## src/rtl/keypad_scan_encoder.sv

```systemverilog
// keypad_scan_encoder: 4x4 matrix keypad scanner with debounce, one-cycle keystrobe and registered keycode
module keypad_scan_encoder #(
  parameter int SCAN_DIV     = 16,
  parameter int DEBOUNCE_CNT = 4
) (
  input  logic       clk,
  input  logic       nrst,
  input  logic [3:0] cols,
  output logic [3:0] rows,
  output logic       keystrobe,
  output logic [3:0] keycode
);
  localparam int DW = $clog2(SCAN_DIV);
  localparam int CW = $clog2(DEBOUNCE_CNT + 1);
  // nibble {row,col} holds the keycode for that key, row 0 col 0 in the low nibble
  localparam logic [63:0] KMAP = 64'hDF0E_C987_B654_A321;
  typedef enum logic [1:0] {SCAN, DEBOUNCE, HELD} state_t;
  state_t        state, state_nx;
  logic [3:0]    sync1, cols_s, rows_nx, keycode_nx;
  logic [DW-1:0] div;
  logic [CW-1:0] cnt, cnt_nx;
  logic [1:0]    col_idx, row_idx, cand_col, cand_nx;
  logic          tick, valid, match, done, rel_done, rotate, strobe_nx;
  assign tick     = div == DW'(SCAN_DIV - 1);
  assign valid    = cols_s != 4'd0 && (cols_s & (cols_s - 4'd1)) == 4'd0;
  assign col_idx  = cols_s[3] ? 2'd3 : cols_s[2] ? 2'd2 : cols_s[1] ? 2'd1 : 2'd0;
  assign row_idx  = rows[3] ? 2'd3 : rows[2] ? 2'd2 : rows[1] ? 2'd1 : 2'd0;
  assign match    = valid && col_idx == cand_col;
  assign done     = state == DEBOUNCE && cnt == CW'(DEBOUNCE_CNT);
  assign rel_done = state == HELD && tick && cols_s == 4'd0 && cnt == CW'(DEBOUNCE_CNT - 1);
  always_ff @(posedge clk) begin
    if (!nrst) begin
      sync1     <= 4'd0;
      cols_s    <= 4'd0;
      state     <= SCAN;
      div       <= '0;
      cnt       <= '0;
      cand_col  <= 2'd0;
      rows      <= 4'b0001;
      keystrobe <= 1'b0;
      keycode   <= 4'h0;
    end else begin
      sync1     <= cols;
      cols_s    <= sync1;
      state     <= state_nx;
      div       <= tick ? '0 : div + DW'(1);
      cnt       <= cnt_nx;
      cand_col  <= cand_nx;
      rows      <= rows_nx;
      keystrobe <= strobe_nx;
      keycode   <= keycode_nx;
    end
  end
  always_comb begin
    state_nx = state == SCAN     ? (tick && valid ? DEBOUNCE : SCAN)
             : state == DEBOUNCE ? (done ? HELD : tick && !match ? SCAN : DEBOUNCE)
             : state == HELD     ? (rel_done ? SCAN : HELD)
             : SCAN;
  end
  // rotation only happens on a tick, so the divider wrap doubles as its restart
  always_comb begin
    rotate     = state_nx == SCAN && (state != SCAN || tick);
    rows_nx    = rotate ? {rows[2:0], rows[3]} : rows;
    cand_nx    = state == SCAN && tick && valid ? col_idx : cand_col;
    strobe_nx  = done;
    keycode_nx = done ? KMAP[{row_idx, cand_col, 2'b00} +: 4] : keycode;
    cnt_nx     = state == SCAN     ? (tick && valid ? CW'(1) : CW'(0))
               : state == DEBOUNCE ? (done ? CW'(0) : tick && match ? cnt + CW'(1) : cnt)
               : state == HELD     ? (rel_done ? CW'(0) : !tick ? cnt : cols_s == 4'd0 ? cnt + CW'(1) : CW'(0))
               : CW'(0);
  end
endmodule

```

## config.mk

```make
export PLATFORM = sky130hd
export DESIGN_NAME = keypad_scan_encoder
export DESIGN_NICKNAME = d
export VERILOG_FILES = /design/src/rtl/keypad_scan_encoder.sv
export SDC_FILE = /design/constraint.sdc
export NUM_CORES = 1
export LEC_CHECK = 0
export BUFFER_PORTS_ARGS = -buffer_cell sky130_fd_sc_hd__buf_2
export CORE_UTILIZATION = 50
export CTS_CLUSTER_DIAMETER = 50
export DETAILED_ROUTE_END_ITERATION = 7
export GPL_TIMING_DRIVEN = 0
export HOLD_SLACK_MARGIN = 0.08
export PLACE_DENSITY = 0.71
export SLEW_MARGIN = 20
export SYNTH_ARGS = -nofsm -noshare
export SYNTH_HDL_FRONTEND = slang
export SYNTH_SLANG_ARGS = --single-unit
export TNS_END_PERCENT = 20
```

## constraint.sdc

```tcl
create_clock -name clk -period 3 [get_ports clk]
set_input_delay 0.6 -clock clk [delete_from_list [all_inputs] [get_ports clk]]
set_output_delay 0.6 -clock clk [all_outputs]
set_load 0.005 [all_outputs]
```

======== Yosys cells after proc, flatten, opt, wreduce, memory -nomap -nowiden ========
Index checks and enable logic that the tools add are counted.
storage, ports and cells
  logic and storage cells ................. 67
  register bits after elaboration ......... 28
operators by class
  bitwise operators ....................... 2
  add/sub/neg operators ................... 3
  mux-type cells .......................... 22
  shift-type cells ........................ 1
  equal/unequal tests ..................... 8
  reduce and logical (&&, ||, !) cells .... 22
operators by type and width
  kind                       number
  $shiftx A64 B7 Y4 const A  1
  $mux W3                    8
  $mux W2                    9
  $logic_and A1 B1 Y1        12
  $logic_not A4 Y1           2
  $mux W1                    5
  $ne A5 B4 Y1 const B       1
  $add A4 B1 Y4 const B      1
  $and A4 B4 Y4              1
  $eq A4 B4 Y1 const B       1
  $logic_not A2 Y1           2
  $ne A4 B2 Y1 const B       1
  $reduce_bool A4 Y1         1
  $sub A4 B1 Y4 const B      1
  $add A3 B1 Y3 const B      1
  $eq A3 B2 Y1 const B       1
  $eq A3 B3 Y1 const B       1
  $eq A2 B1 Y1 const B       1
  $eq A2 B2 Y1               1
  $eq A2 B2 Y1 const B       1
  $reduce_and A2 Y1          1
  $reduce_bool A2 Y1         1
  $reduce_or A2 Y1           1
  $logic_not A1 Y1           1
  2 further kinds            2

======== Logic depth before layout (Yosys ltp) ========
  word-level depth ........................ 13
  gate-level depth with buffers ........... 7

======== Worst setup path before layout ========
Ideal clock, no wire load.
  path type ............................... reg2reg
  start ................................... register cols_s[2]
  end ..................................... register rows[0]
  library setup time ...................... 133 ps
  stages on the path, launching flop included .. 7
  path buffers ............................ 1
  arrival time ............................ 1610 ps
  path slack .............................. 1258 ps
  cell sequence ........................... dfxtp_1 -> buf_4 -> or3b_1 -> a2111o_1 -> a21oi_4 -> nor4b_4 -> mux2i_1
between the ends
  longest elaborated chain between the ends .. 13
  elaborated cells on any way between the ends .. 24
RTL lines
  item                     line  RTL
  start, declared          19    logic [3:0] sync1, cols_s, rows_nx, keycode_nx;
  start signal, assigned   44    cols_s <= sync1;
  $sub A4 B1 Y4            25    assign valid = cols_s != 4'd0 && (cols_s & (cols_s - 4'd1)) == 4'd0;
  $and A4 B4 Y4            25
  $logic_not A4 Y1         25
  $logic_and A1 B1 Y1      25
  $logic_and A1 B1 Y1      28    assign match = valid && col_idx == cand_col;
  $logic_not A1 Y1         56    : state == DEBOUNCE ? (done ? HELD : tick && !match ? SCAN : DEBOUNCE)
  $logic_and A1 B1 Y1      56
  $mux W1                  56
  $mux W2 (2 in a row)     56
  $mux W2 (*)              55    state_nx = state == SCAN ? (tick && valid ? DEBOUNCE : SCAN)
  $logic_not A2 Y1 (*)     62    rotate = state_nx == SCAN && (state != SCAN || tick);
  $logic_and A1 B1 Y1 (*)  62
  end signal, assigned     49    rows <= rows_nx;
  end, declared            9     output logic [3:0] rows,
Every way passes the cells marked *; elsewhere a longest branch is shown, timed or not.
A chain may end at the register's enable or synchronous reset.

======== Final worst setup path ========
  start ................................... register cand_col[1]
  end ..................................... register rows[2]
between the ends
  longest elaborated chain between the ends .. 10
RTL lines
  item                    line  RTL
  start, declared         22    logic [1:0] col_idx, row_idx, cand_col, cand_nx;
  start signal, assigned  48    cand_col <= cand_nx;
  $eq A2 B2 Y1            28
  $logic_and A1 B1 Y1     28
  $logic_not A1 Y1        56
  $logic_and A1 B1 Y1     56
  $mux W1                 56
  $mux W2 (2 in a row)    56
  $mux W2                 55
  $logic_not A2 Y1        62
  $logic_and A1 B1 Y1     62
Every way passes these cells.

==> summary.md <==
| Metric | Value |
|---|---|
| Die Footprint | ~3100 um^2 |
| Status | completed |
| Drt initial violations | 48 |
| Pwr Density | roughly 360 nW/um^2 |
| Fmax | between 400 and 500 MHz |
| First-pass GRT wire length | between 4000 and 5000 um |
| Critical path data arrival time | 2.31 ns |
| HPWL after DPL | between 2000 and 2500 um |
| Kind of critical path | reg -> reg |
| Sequential share of power | about two thirds |
| Setup TNS | 0 ns |
| # resized after CTS | 0 |
| Antenna cell count | 0 |
| DR vias | 1,191 |
| Via density | 5.645 |
| Clock buffer depth | 2 |
| P&R area growth vs syn | 8.990% |
| Mapped Avg Cell Area | about 9 um^2 |
| Ys async rst share | 0% |
| Period utilization | slightly below 70% |
| Initial Utilization | 52.99% |
| Die height | roughly 56 um |
| Setup Skew | 0.005942 ns |
| # rows | 19 |
| Post-Syn Area | between 1000 and 1500 um^2 |
| Yosys top cell by area | dfxtp_1 |
| DRC violations left | 0 |
| Worst slack at placement | roughly 0.98 ns |
| Routed Antenna Nets | 0 |
| Clock Power Share | between 20 and 30% |
| Ports | 15 |
| Top cells by area, synth | dfxtp_1 38%, ha_1 8.6%, a21oi_1 4.1%, mux2i_1 4.1%, and2_1 3.9% |
| FF/Latch Area | between 500 and 600 um^2 |
| First-pass DRT Iterations | 4 |
| Core area | about 2800 um^2 |
| Max-cap check violation count | 0 |
| Clock slew at reported path FFs | about 0.14 ns |
| Post-synth EDFFs | 0 |
| Final Hold Vio Count | 0 |
| CP Launch Type | register |
| CTS tree | built |
| Share of cells above drive strength 1 | roughly 15% |
| Multi-input logic area | a little over 800 um^2 |
| Crit end category | register |
| Ys flop type | dfxtp_1 |
| Area post-placement | between 1500 and 2000 um^2 |
| Initial antenna violation count | 0 |
| Post-synth top area share | 38.36% |
| Seq/Total Area, Yosys | between 30% and 40% |
| Yosys cell types | 47 |
| Max-slew violation count | 0 |
| Int Pwr | around 440 uW |
| Critical Path RT | 3.26 ns |
| Grt ovf | 0 |
| CTS sink count | 28 |
| Final WS setup | between 0.9 and 1 ns |
| Clock root cell | clkbuf_4 |
| Slew HR | approximately two thirds |
| Synth Register Bits | 28 |
| Drt wl/cell | around 12 um |
| CTS hold repair buffers | 0 |
| Fillers | ~270 |
| Comb pwr share | under 10% |
| Port Buffer Count | 14 |
| Final RePlAce weighted congestion | between 0.8 and 0.9 |
| Final #Nets | between 150 and 200 |
| Switching Share | a little under a quarter |
| Yosys synthesis warning count | 0 |
| Worst-Skew Late Latency | between 0.3 and 0.4 ns |
| Synthesized Nets | roughly 180 |
| Worst Path Max Fanout | 7 |
| Final setup viols | 0 |
| Synth Instances | 163 |
| Slew @ Worst Pin | between 0.4 and 0.5 ns |
| Largest net degree at the start of global routing | 15 |
| Chip width | roughly 56 um |
| Final wirelength | 2598 um |
| Worst vdd ir | 0.0003604 V |
| RSZ-0062 raised after global routing | no |
| Num CTS Buffers | 3 |
| HP Class | reg -> reg |
| Pleak | about 0.0006 uW |
| Total Routing Usage GR | approximately a fifth |
| Vias in the first global route | about 1,100 |
| Switching pwr | roughly 130 uW |
| Post-route cell area | around 1600 um^2 |
| Post-CTS Setup Bufs | 0 |
| H-tree depth | 1 |
| Final critical-path required period | between 2 and 2.5 ns |
==> layout by cell type, fill, tap and decap left out, drive strengths merged, types with 2 or more instances in the layout <==
| cell | instances |
|---|---|
| a211oi | 4 |
| a21o | 2 |
| a21oi | 14 |
| a31oi | 2 |
| and2 | 9 |
| and3 | 2 |
| buf | 17 |
| clkbuf | 7 |
| dfxtp | 28 |
| ha | 10 |
| inv | 10 |
| mux2 | 2 |
| mux2i | 6 |
| nand2 | 12 |
| nand2b | 3 |
| nand3 | 5 |
| nor2 | 13 |
| nor2b | 2 |
| nor3 | 4 |
| nor4 | 2 |
| nor4b | 3 |
| o211ai | 2 |
| o21ai | 5 |
| o22ai | 2 |
==> logic make-up after synthesis <==
group                    after synthesis  share of synthesized area [%]
XOR/XNOR                               2                          1.199
adder cells (fa/ha/maj)               10                          8.562
AO/OA/AOI/OAI                         39                          18.15
multiplexers                           8                          5.651
buffers and inverters                 17                          5.222
AND/OR/NAND/NOR                       59                          22.86
flip-flops                            28                          38.36
==> synth_stat cells, types with 2 or more instances <==
| library cell | n |
|---|---|
| o211ai_1 | 2 |
| nand2_1 | 12 |
| nand3_1 | 5 |
| nand2b_1 | 3 |
| nor3_1 | 3 |
| inv_1 | 8 |
| ha_1 | 10 |
| clkbuf_1 | 4 |
| a31oi_1 | 2 |
| a21oi_1 | 12 |
| nor4_1 | 2 |
| a21o_1 | 2 |
| dfxtp_1 | 28 |
| o21ai_1 | 2 |
| and2_1 | 9 |
| nor2_1 | 13 |
| o21ai_0 | 3 |
| a211oi_1 | 4 |
| inv_2 | 2 |
| nor4b_1 | 2 |
| and3_1 | 2 |
| o22ai_1 | 2 |
| nor2b_1 | 2 |
| mux2i_1 | 6 |
==> metal layers <==
layer  global-route usage [%]  part of all wire (%)  wire (um)
met1                    22.63                    46       1189
met2                    33.16                    49       1281
met3                    3.953                   3.3         87
met4                    8.014                   1.5         39
met5                        0                     0          0
==> final timing paths <==
path	from	to	slack [ns]	cells after the start
worst min register to register	sync1[0]	cols_s[0]	0.45	1
worst max register to register	cand_col[1]	rows[2]	0.95	5
worst max-delay path	cand_col[1]	rows[2]	0.95	5
worst min-delay path	sync1[0]	cols_s[0]	0.45	1
==> final cells by class <==
cell class	count	share of cell area, %
well taps	31	2.435
multi-input cells	118	51.77
plain buffers	7	2.435
repair buffers	14	4.399
inverters	10	2.357
clock buffers	3	1.414
flip-flops and latches	28	35.19
==> stage by stage <==
stage                     power [uW]  utilization (%)  hold WS, ns  cells
final                          572.4            57.76       0.4493    211
after global routing           600.2            57.76       0.4484    211
after CTS                      578.1            57.76       0.4517    211
after detailed placement       427.4            56.94       0.4195    208
after global placement         424.9            56.94       0.4133    208
after floorplan                417.1                -       0.4119    163
==> registers in the layout (all words and copies together) (netlist names) <==
register / cells
cnt: 3
rows: 4
div: 4
state: 2
sync1: 4
cand_col: 2
keystrobe: 1
keycode: 4
cols_s: 4
==> worst max-delay path: stages, from the launching register on <==
cell and delay (ns):
dfxtp_1 0.49, inv_1 0.18, a32oi_1 0.47, a21oi_4 0.12
nor4b_4 0.48, mux2i_1 0.25
==> power by group through the flow <==
stage	sequential (uW)	combinational (uW)	clock [uW]
after global routing	388	37.2	175
after CTS	386	33.2	159
after global placement	393	31.5	0
after detailed placement	394	33.0	0
final	386	32.8	153
after floorplan	393	24.1	0
(Power assumes the default switching activity.)
